[src/rtl/instr_sequencer.sv]
// Fetch/decode/execute sequencer: fetches 8-bit instructions from synchronous
// program memory, emits a one-hot op vector, resolves jumps and waits on I/O.
module instr_sequencer #(
  parameter int unsigned     PC_W     = 8,
  parameter logic [PC_W-1:0] RESET_PC = {PC_W{1'b0}}
) (
  input  logic            clk,
  input  logic            rst,
  input  logic            en,
  output logic            mem_rd,
  output logic [PC_W-1:0] mem_addr,
  input  logic [7:0]      mem_rdata,
  input  logic            z_flag,
  input  logic            c_flag,
  input  logic            io_in_valid,
  input  logic            io_out_ready,
  output logic [15:0]     op_vec,
  output logic [7:0]      ir,
  output logic            exec_stb,
  output logic            illegal,
  output logic            halted,
  output logic [PC_W-1:0] pc
);

  localparam logic [15:0] OP_MOVA = 16'h8000;
  localparam logic [15:0] OP_MOVB = 16'h4000;
  localparam logic [15:0] OP_MOVC = 16'h2000;
  localparam logic [15:0] OP_ADD  = 16'h1000;
  localparam logic [15:0] OP_SUB  = 16'h0800;
  localparam logic [15:0] OP_AND  = 16'h0400;
  localparam logic [15:0] OP_NOT  = 16'h0200;
  localparam logic [15:0] OP_RSR  = 16'h0100;
  localparam logic [15:0] OP_RSL  = 16'h0080;
  localparam logic [15:0] OP_JMP  = 16'h0040;
  localparam logic [15:0] OP_JZ   = 16'h0020;
  localparam logic [15:0] OP_JC   = 16'h0010;
  localparam logic [15:0] OP_IN   = 16'h0008;
  localparam logic [15:0] OP_OUT  = 16'h0004;
  localparam logic [15:0] OP_NOP  = 16'h0002;
  localparam logic [15:0] OP_HALT = 16'h0001;

  localparam int B_JMP = 6;
  localparam int B_JZ  = 5;
  localparam int B_JC  = 4;
  localparam int B_IN  = 3;
  localparam int B_OUT = 2;
  localparam int B_HLT = 0;

  typedef enum logic [2:0] {
    st_fetch   = 3'd0,
    st_decode  = 3'd1,
    st_operand = 3'd2,
    st_exec    = 3'd3,
    st_iowait  = 3'd4,
    st_halt    = 3'd5
  } state_t;

  // An all-zero result marks an undecodable encoding.
  function automatic logic [15:0] decode_op(input logic [7:0] instr);
    logic [15:0] op;
    op = 16'h0000;
    case (instr[7:4])
      4'b1100: begin
        if (instr[3:2] == 2'b11) begin
          op = OP_MOVB;
        end else if (instr[1:0] == 2'b11) begin
          op = OP_MOVC;
        end else begin
          op = OP_MOVA;
        end
      end
      4'b1001: op = OP_ADD;
      4'b0110: op = OP_SUB;
      4'b1011: op = OP_AND;
      4'b0101: op = OP_NOT;
      4'b1010: begin
        case (instr[1:0])
          2'b00:   op = OP_RSR;
          2'b11:   op = OP_RSL;
          default: op = 16'h0000;
        endcase
      end
      4'b0011: begin
        case (instr[3:0])
          4'b0000: op = OP_JMP;
          4'b0001: op = OP_JZ;
          4'b0010: op = OP_JC;
          default: op = 16'h0000;
        endcase
      end
      4'b0010: op = OP_IN;
      4'b0100: op = OP_OUT;
      4'b0111: op = (instr == 8'h70) ? OP_NOP : 16'h0000;
      4'b1000: op = (instr == 8'h80) ? OP_HALT : 16'h0000;
      default: op = 16'h0000;
    endcase
    return op;
  endfunction

  state_t          state_r, state_s;
  logic [PC_W-1:0] pc_r, pc_s;
  logic [7:0]      ir_r, ir_s;
  logic [15:0]     op_vec_r, op_vec_s;
  logic            illegal_r, illegal_s;
  logic            halt_pend_r, halt_pend_s;
  logic            mem_rd_s, exec_stb_s;
  logic [15:0]     dec_op_s;
  logic [PC_W-1:0] pc_inc_s, target_s;
  logic            taken_s, io_done_s, is_jump_s;

  // Jump target is the operand byte, zero-extended or truncated to PC_W.
  if (PC_W > 8) begin : g_target_ext
    assign target_s = {{(PC_W-8){1'b0}}, mem_rdata};
  end else begin : g_target_trunc
    assign target_s = mem_rdata[PC_W-1:0];
  end

  assign dec_op_s  = decode_op(mem_rdata);
  assign is_jump_s = dec_op_s[B_JMP] | dec_op_s[B_JZ] | dec_op_s[B_JC];
  assign pc_inc_s  = pc_r + {{(PC_W-1){1'b0}}, 1'b1};
  assign taken_s   = op_vec_r[B_JMP] | (op_vec_r[B_JZ] & z_flag) | (op_vec_r[B_JC] & c_flag);
  assign io_done_s = (op_vec_r[B_IN] & io_in_valid) | (op_vec_r[B_OUT] & io_out_ready);

  // Next-state, next-register and strobe logic; en=0 keeps everything as is.
  always_comb begin
    state_s     = state_r;
    pc_s        = pc_r;
    ir_s        = ir_r;
    op_vec_s    = op_vec_r;
    illegal_s   = illegal_r;
    halt_pend_s = halt_pend_r;
    mem_rd_s    = 1'b0;
    exec_stb_s  = 1'b0;
    if (en) begin
      case (state_r)
        st_fetch: begin
          mem_rd_s = 1'b1;
          pc_s     = pc_inc_s;
          state_s  = st_decode;
        end
        st_decode: begin
          ir_s      = mem_rdata;
          op_vec_s  = dec_op_s;
          illegal_s = (dec_op_s == 16'h0000);
          if (is_jump_s) begin
            // Operand byte is read now so it arrives in OPERAND.
            mem_rd_s = 1'b1;
            pc_s     = pc_inc_s;
            state_s  = st_operand;
          end else if (dec_op_s[B_IN] | dec_op_s[B_OUT]) begin
            state_s = st_iowait;
          end else if (dec_op_s[B_HLT]) begin
            halt_pend_s = 1'b1;
            state_s     = st_halt;
          end else begin
            state_s = st_exec;
          end
        end
        st_operand: begin
          if (taken_s) begin
            pc_s = target_s;
          end else begin
            pc_s = pc_r;
          end
          state_s = st_exec;
        end
        st_iowait: begin
          if (io_done_s) begin
            state_s = st_exec;
          end else begin
            state_s = st_iowait;
          end
        end
        st_exec: begin
          exec_stb_s = 1'b1;
          state_s    = st_fetch;
        end
        st_halt: begin
          // The halt op itself is announced once, on the first enabled cycle.
          exec_stb_s  = halt_pend_r;
          halt_pend_s = 1'b0;
          state_s     = st_halt;
        end
        default: begin
          state_s = st_fetch;
        end
      endcase
    end else begin
      state_s = state_r;
    end
  end

  // State and architectural registers with synchronous reset.
  always_ff @(posedge clk) begin
    if (rst) begin
      state_r     <= st_fetch;
      pc_r        <= RESET_PC;
      ir_r        <= 8'h00;
      op_vec_r    <= 16'h0000;
      illegal_r   <= 1'b0;
      halt_pend_r <= 1'b0;
    end else begin
      state_r     <= state_s;
      pc_r        <= pc_s;
      ir_r        <= ir_s;
      op_vec_r    <= op_vec_s;
      illegal_r   <= illegal_s;
      halt_pend_r <= halt_pend_s;
    end
  end

  assign mem_rd   = mem_rd_s & ~rst;
  assign mem_addr = pc_r;
  assign exec_stb = exec_stb_s & ~rst;
  assign illegal  = exec_stb_s & illegal_r & ~rst;
  assign halted   = (state_r == st_halt);
  assign op_vec   = op_vec_r;
  assign ir       = ir_r;
  assign pc       = pc_r;

endmodule

[config.mk]
export PLATFORM = sky130hd
export DESIGN_NAME = instr_sequencer
export DESIGN_NICKNAME = d
export VERILOG_FILES = /design/src/rtl/instr_sequencer.sv
export SDC_FILE = /design/constraint.sdc
export NUM_CORES = 1
export LEC_CHECK = 0
export CELL_PAD_IN_SITES_DETAIL_PLACEMENT = 0
export CELL_PAD_IN_SITES_GLOBAL_PLACEMENT = 2
export CORE_ASPECT_RATIO = 0.8
export CORE_MARGIN = 5
export CORE_UTILIZATION = 29
export CTS_CLUSTER_SIZE = 40
export DETAILED_ROUTE_END_ITERATION = 10
export PLACE_DENSITY = 0.83
export SLEW_MARGIN = 20
export SYNTH_ARGS = -nofsm -noshare
export SYNTH_HDL_FRONTEND = slang
export SYNTH_SLANG_ARGS = --single-unit
export TNS_END_PERCENT = 1
[constraint.sdc]
create_clock -name clk -period 3.27 [get_ports clk]
set_input_delay 0.981 -clock clk [delete_from_list [all_inputs] [get_ports clk]]
set_output_delay 0.981 -clock clk [all_outputs]
set_load 0.1 [all_outputs]
Word-level counts from Yosys, hierarchy flattened:

Cells that the tools add are included.

* add/sub/neg operators: 1
* equality and inequality tests: 27
* mux-type cells: 24
* bitwise gates (word level): 15
* reductions and logical operators: 9

Operator list (number)
* one-hot mux 16 bit (11 select lines): 1
* 2-to-1 mux 16 bit: 2
* one-hot mux 8 bit (3 select lines): 1
* one-hot mux 7 bit (3 select lines): 1
* equality test 4 bit, second input constant: 5
* one-hot mux 9 bit (2 select lines): 1
* equality test 4 x 3 -> 1 bit, second input constant: 4
* zero test 16 bit: 1
* 2-to-1 mux 8 bit: 2
* one-hot mux 3 bit (5 select lines): 1
* equality test 4 x 2 -> 1 bit, second input constant: 3
* 2-to-1 mux 3 bit: 4
* != test 2 bit, second input constant: 5
* adder 8 x 1 -> 8 bit, second input constant: 1
* AND 1 bit: 8
* equality test 8 x 7 -> 1 bit, second input constant: 1
* equality test 8 bit, second input constant: 1
* 2-to-1 mux 1 bit: 7
* equality test 3 x 2 -> 1 bit, second input constant: 2
* equality test 3 bit, second input constant: 2
* OR 1 bit: 6
* one-hot mux 1 bit (2 select lines): 3
* AND reduction 5 bit: 1
* equality test 2 bit, second input constant: 2
* 11 further kinds: 11

* register bits after elaboration: 37
* input port bits: 15
* output and inout port bits: 44
* logic and storage cells: 82

Longest topological paths before layout:

* word-level depth: 10
* depth in mapped cells: 6
* gate-level depth less buffers: 5

Worst setup path before layout:

Ideal clock, no wire load.

* path type: input-to-output
* from: input port rst
* to: output port illegal
* arrival time: 4092 ps
* required time: 2289 ps
* slack: -1803 ps
* stages: 2
* buffers on the path: 1
* cell sequence: clkbuf_1 nor4_1

* cells in the longest elaborated chain, start to end: 2

Ends and longest elaborated chain
* from (decl): line 8 `input logic rst,`
* NOT 1 bit: line 215 `assign illegal = exec_stb_s & illegal_r & ~rst;`
* AND 1 bit: line 215
* to (decl): line 20 `output logic illegal,`

No other way between the ends.

Final worst setup path:

* from: input port mem_rdata[1]
* to: output port mem_rd

* cells in the longest elaborated chain, start to end: 9
* elaborated cells on any way between the ends: 11
* those cells by class: 2 x eq/ne; 5 x mux; 3 x bitwise; 1 x reduce/logical

Ends and longest elaborated chain
* from (decl): line 12 `input logic [7:0] mem_rdata,`
* equality test 4 x 2 -> 1 bit (tied with other cells): line 84 `case (instr[3:0])`
* one-hot mux 7 bit (3 select lines) (*): line 84
* one-hot mux 16 bit (11 select lines) (*): line 62 `case (instr[7:4])`
* OR 1 bit: line 119 `assign is_jump_s = dec_op_s[B_JMP] | dec_op_s[B_JZ] | dec_op_s[B_JC];`
* OR 1 bit (*): line 119
* 2-to-1 mux 1 bit (*): line 145 `if (is_jump_s) begin`
* one-hot mux 1 bit (2 select lines) (*): line 135 `case (state_r)`
* 2-to-1 mux 1 bit (*): line 134 `if (en) begin`
* AND 1 bit (*): line 212 `assign mem_rd = mem_rd_s & ~rst;`
* to (decl): line 10 `output logic mem_rd,`

Mark *: on every way between the ends. The rest lies on a longest branch, timed or not.

==> metrics.cfg <==
[yosys]
ys_ff_latch=37
yosysTopAreaCell=dfxtp_1
yosysTopAreaCellShare_pct=35.64
synth.avg_cell_area_um2=7.902
syn_nets=279
synth_cell_type_count=53
synth.area.mux_share_pct=0.4816
ys.flop_type=dfxtp_1
synthXorXnorAreaFrac_pct=0.4214
syn-instance-count=263
synth_compound_area_share_pct=22.03
synth_top_family_by_area=simple AND/OR/NAND/NOR gates
ys_warn_count=0
synthTopCellsByArea=dfxtp_1 (36%), nand2_1 (8.1%), a21oi_1 (7.2%), buf_4 (3.6%), nand3_1 (3.4%)
seq_area_frac_synth_pct=35.64
synth-adder-area-share_pct=0.6020
async_reset_ff_share_pct=0
yosys.area_share.simple_pct=31.07
synth-edff-count=0
synth_area_um2=2078

[final_layout]
layout.filler_cells=727
diodes=0
fin_cells=407
multi_input_area_um2=1174
drive_gt1_share_pct=26.88
nets=336
final_core_util_pct=40.22
seq_area_um2=740.7
syn2layout_area_growth_pct=34.02

[critical_path]
critPathLaunch=mem_rdata[1]
critPathTopFamily=buffers and inverters
path_buf_inv=2
ff2ff_setup_slack_ns=1.43
critPathKind=input pin to output pin
path_max_fanout=2
reg2reg_depth=4
cp.required_ns=2.29
r2r_end=mem_addr[0]
rr_startpoint=state_r[0]
critical_path_arrival_ns=2.25
endpoint_kind=output pin
slowest_stage=clkdlybuf4s50_1
max_stage_delay_ns=0.49
worstPathCellList=clkdlybuf4s50_1 > a211oi_4 > nand2_2 > a21oi_4 > buf_12
critPathLaunchType=input pin

[clocking]
cts-root-buf=clkbuf_8
ctsHtreeMaxLevel=2
cts_tree=done
clk_latency_ns=0.29
cts_buffers=5
clock-sinks=37
cts_max_path_buffers=2
clk_pin_slew_ns=0.06

[pwr]
leakage_nw=1.048
irDropWorstVdd_uv=219.9
power.density_nw_per_um2=391.3

[grt]
grt_start_max_net_pins=28
grt_usage_pct=14.38
first_global_vias=2016
grt.overflow.total=0
antenna_found_initial=0
grt_pass1_wl_um=10610

[timing]
clock.fmax_mhz=309.6
hold_violations=0
slew_headroom_pct=68.41
fin_worst_skew_ns=0.009936
timing.final.crit_period_ns=3.230
drv_slew=0
worst_slew_pin_slew_ns=0.4725
rsz0062_at_grt=no
fin_crit_sh_pct=98.78
finalSetupViolCount=0

[die]
die_area_um2=8970
initial_core_util_pct=30.01
std_cell_rows=27
die_h_um=85.72
die_x_um=104.6
ioPinCount=59
coreArea_um2=6925

[drt]
dr.pass1.iters=4
drt_wl_total_um=6455
wl_per_cell_um=15.86
ant_nets=0
vias=2107
viasPerCell=5.177
drtIter0Drc=111
drc=0

[hold_path]
hold_end=op_vec[9]
hold_class=flop to flop
min_delay_path_depth=2
min-delay-start=op_vec[9]

[placed_design]
place_hpwl_um=4658
port_buffers=58
place_inst=400
gp_congestion=0.8245

[status]
status=complete, no violations

[job]
maxCapViolCount=0

[synthesized netlist by cell type, types with 2 or more instances]
library cell / n
nand2b_1: 4
a32oi_1: 4
or4_1: 2
o32ai_1: 7
nor2_1: 16
nand3_1: 14
buf_2: 8
buf_6: 3
and3_1: 2
clkbuf_1: 5
a221oi_1: 2
nor4_1: 3
nor2b_1: 7
buf_4: 10
a22oi_1: 3
nand4bb_1: 2
a21oi_1: 30
nand4_1: 3
a211oi_1: 2
nor3_1: 11
nand2_1: 45
and2_1: 3
nor3b_1: 2
nand4b_1: 2
o22ai_1: 2
a31oi_1: 3
o21ai_0: 6
dfxtp_1: 37
[cells by family (layout without fill, tap and decap cells)]
kind of cell,Yosys count,in the layout
multiplexers,1,1
AND/OR/NAND/NOR,124,124
buffers and inverters,31,88
XOR/XNOR,1,1
AO/OA/AOI/OAI,68,68
flip-flops,37,37
adder cells (fa/ha/maj),1,1
[power by group]
part / switching (W) / leakage [nW] / internal [W]
combinational: 0.000203 / 0.704 / 0.0000841
sequential: 0.0000184 / 0.299 / 0.000462
clock: 0.000155 / 0.0443 / 0.000167
[registers in the layout, indices dropped and copies added, names as in the netlist]
name	cells
ir	8
state_r	3
op_vec	16
mem_addr	8
halt_pend_r	1
illegal_r	1
[stage by stage]
| stage | hold slack, ns | worst slack, ns | power (W) | cell area (um2) | setup TNS, ns |
|---|---|---|---|---|---|
| 3_5_place_dp | 0.4474 | -0.009127 | 0.0007757 | 2686 | -0.009127 |
| 2_1_floorplan | 0.5144 | -0.2442 | 0.0006981 | 2102 | -0.3217 |
| 4_1_cts | 0.4571 | 0.002756 | 0.001099 | 2773 | 0 |
| 6_report | 0.4545 | 0.03976 | 0.001090 | 2785 | 0 |
| 5_1_grt | 0.4881 | 0.01003 | 0.001141 | 2785 | 0 |
| 3_3_place_gp | 0.4475 | -0.01576 | 0.0007754 | 2686 | -0.01576 |
[how the worst max path moves through the flow]
| stage | end | slack, ns | cells after the start |
|---|---|---|---|
| 3_5_place_dp | mem_rd | -0.009 | 5 |
| 3_3_place_gp | mem_rd | -0.02 | 5 |
| 2_1_floorplan | exec_stb | -0.24 | 2 |
| 4_1_cts | mem_rd | 0.003 | 5 |
| 6_report | mem_rd | 0.04 | 5 |
| 5_1_grt | mem_rd | 0.01 | 5 |
[layer usage]
metal	track usage, %	share of wire (%)	up-vias
li1	-	-	1055
met1	22.01	54	981
met2	19.90	39	63
met3	3.837	5.7	8
met4	3.136	0.79	0
met5	0	0	-
[cell usage in the layout (no fill, tap or decap), types with 3 or more instances in the layout]
master | Yosys | final
nand2_1 | 45 | 44
a32oi_1 | 4 | 4
nor2_1 | 16 | 16
o32ai_1 | 7 | 7
dfxtp_1 | 37 | 37
clkbuf_8 | 0 | 6
clkdlybuf4s50_1 | 0 | 13
nor3_1 | 11 | 9
buf_12 | 0 | 3
nor2b_1 | 7 | 7
buf_4 | 10 | 62
a21oi_1 | 30 | 29
nand2b_1 | 4 | 4
and2_1 | 3 | 3
a31oi_1 | 3 | 3
o21ai_0 | 6 | 6
nand3_1 | 14 | 14
a22oi_1 | 3 | 3
nand4_1 | 3 | 3
[worst reg2reg max path, stage by stage, from the launching register on]
cell and delay (ns):
dfxtp_1 0.61, or3b_1 0.48, a21oi_2 0.38, or4_1 0.18, a31oi_1 0.07
[repair_timing]
item / 4_1_cts / 5_1_grt
gates resized for setup: 0 / 4
hold buffers: 0 / 0
pin swaps: 1 / 2
buffers inserted: 0 / 0
setup endpoints to repair: 1 / 1
[layout make-up]
type	instances	share of cell area, %
Clock buffer	7	3.100
Inverter	2	0.2695
Multi-Input combinational cell	195	42.14
Sequential cell	37	26.59
Tap cell	87	3.908
Timing Repair Buffer	79	23.99
Note: power is estimated with default switching activity, not from simulation.
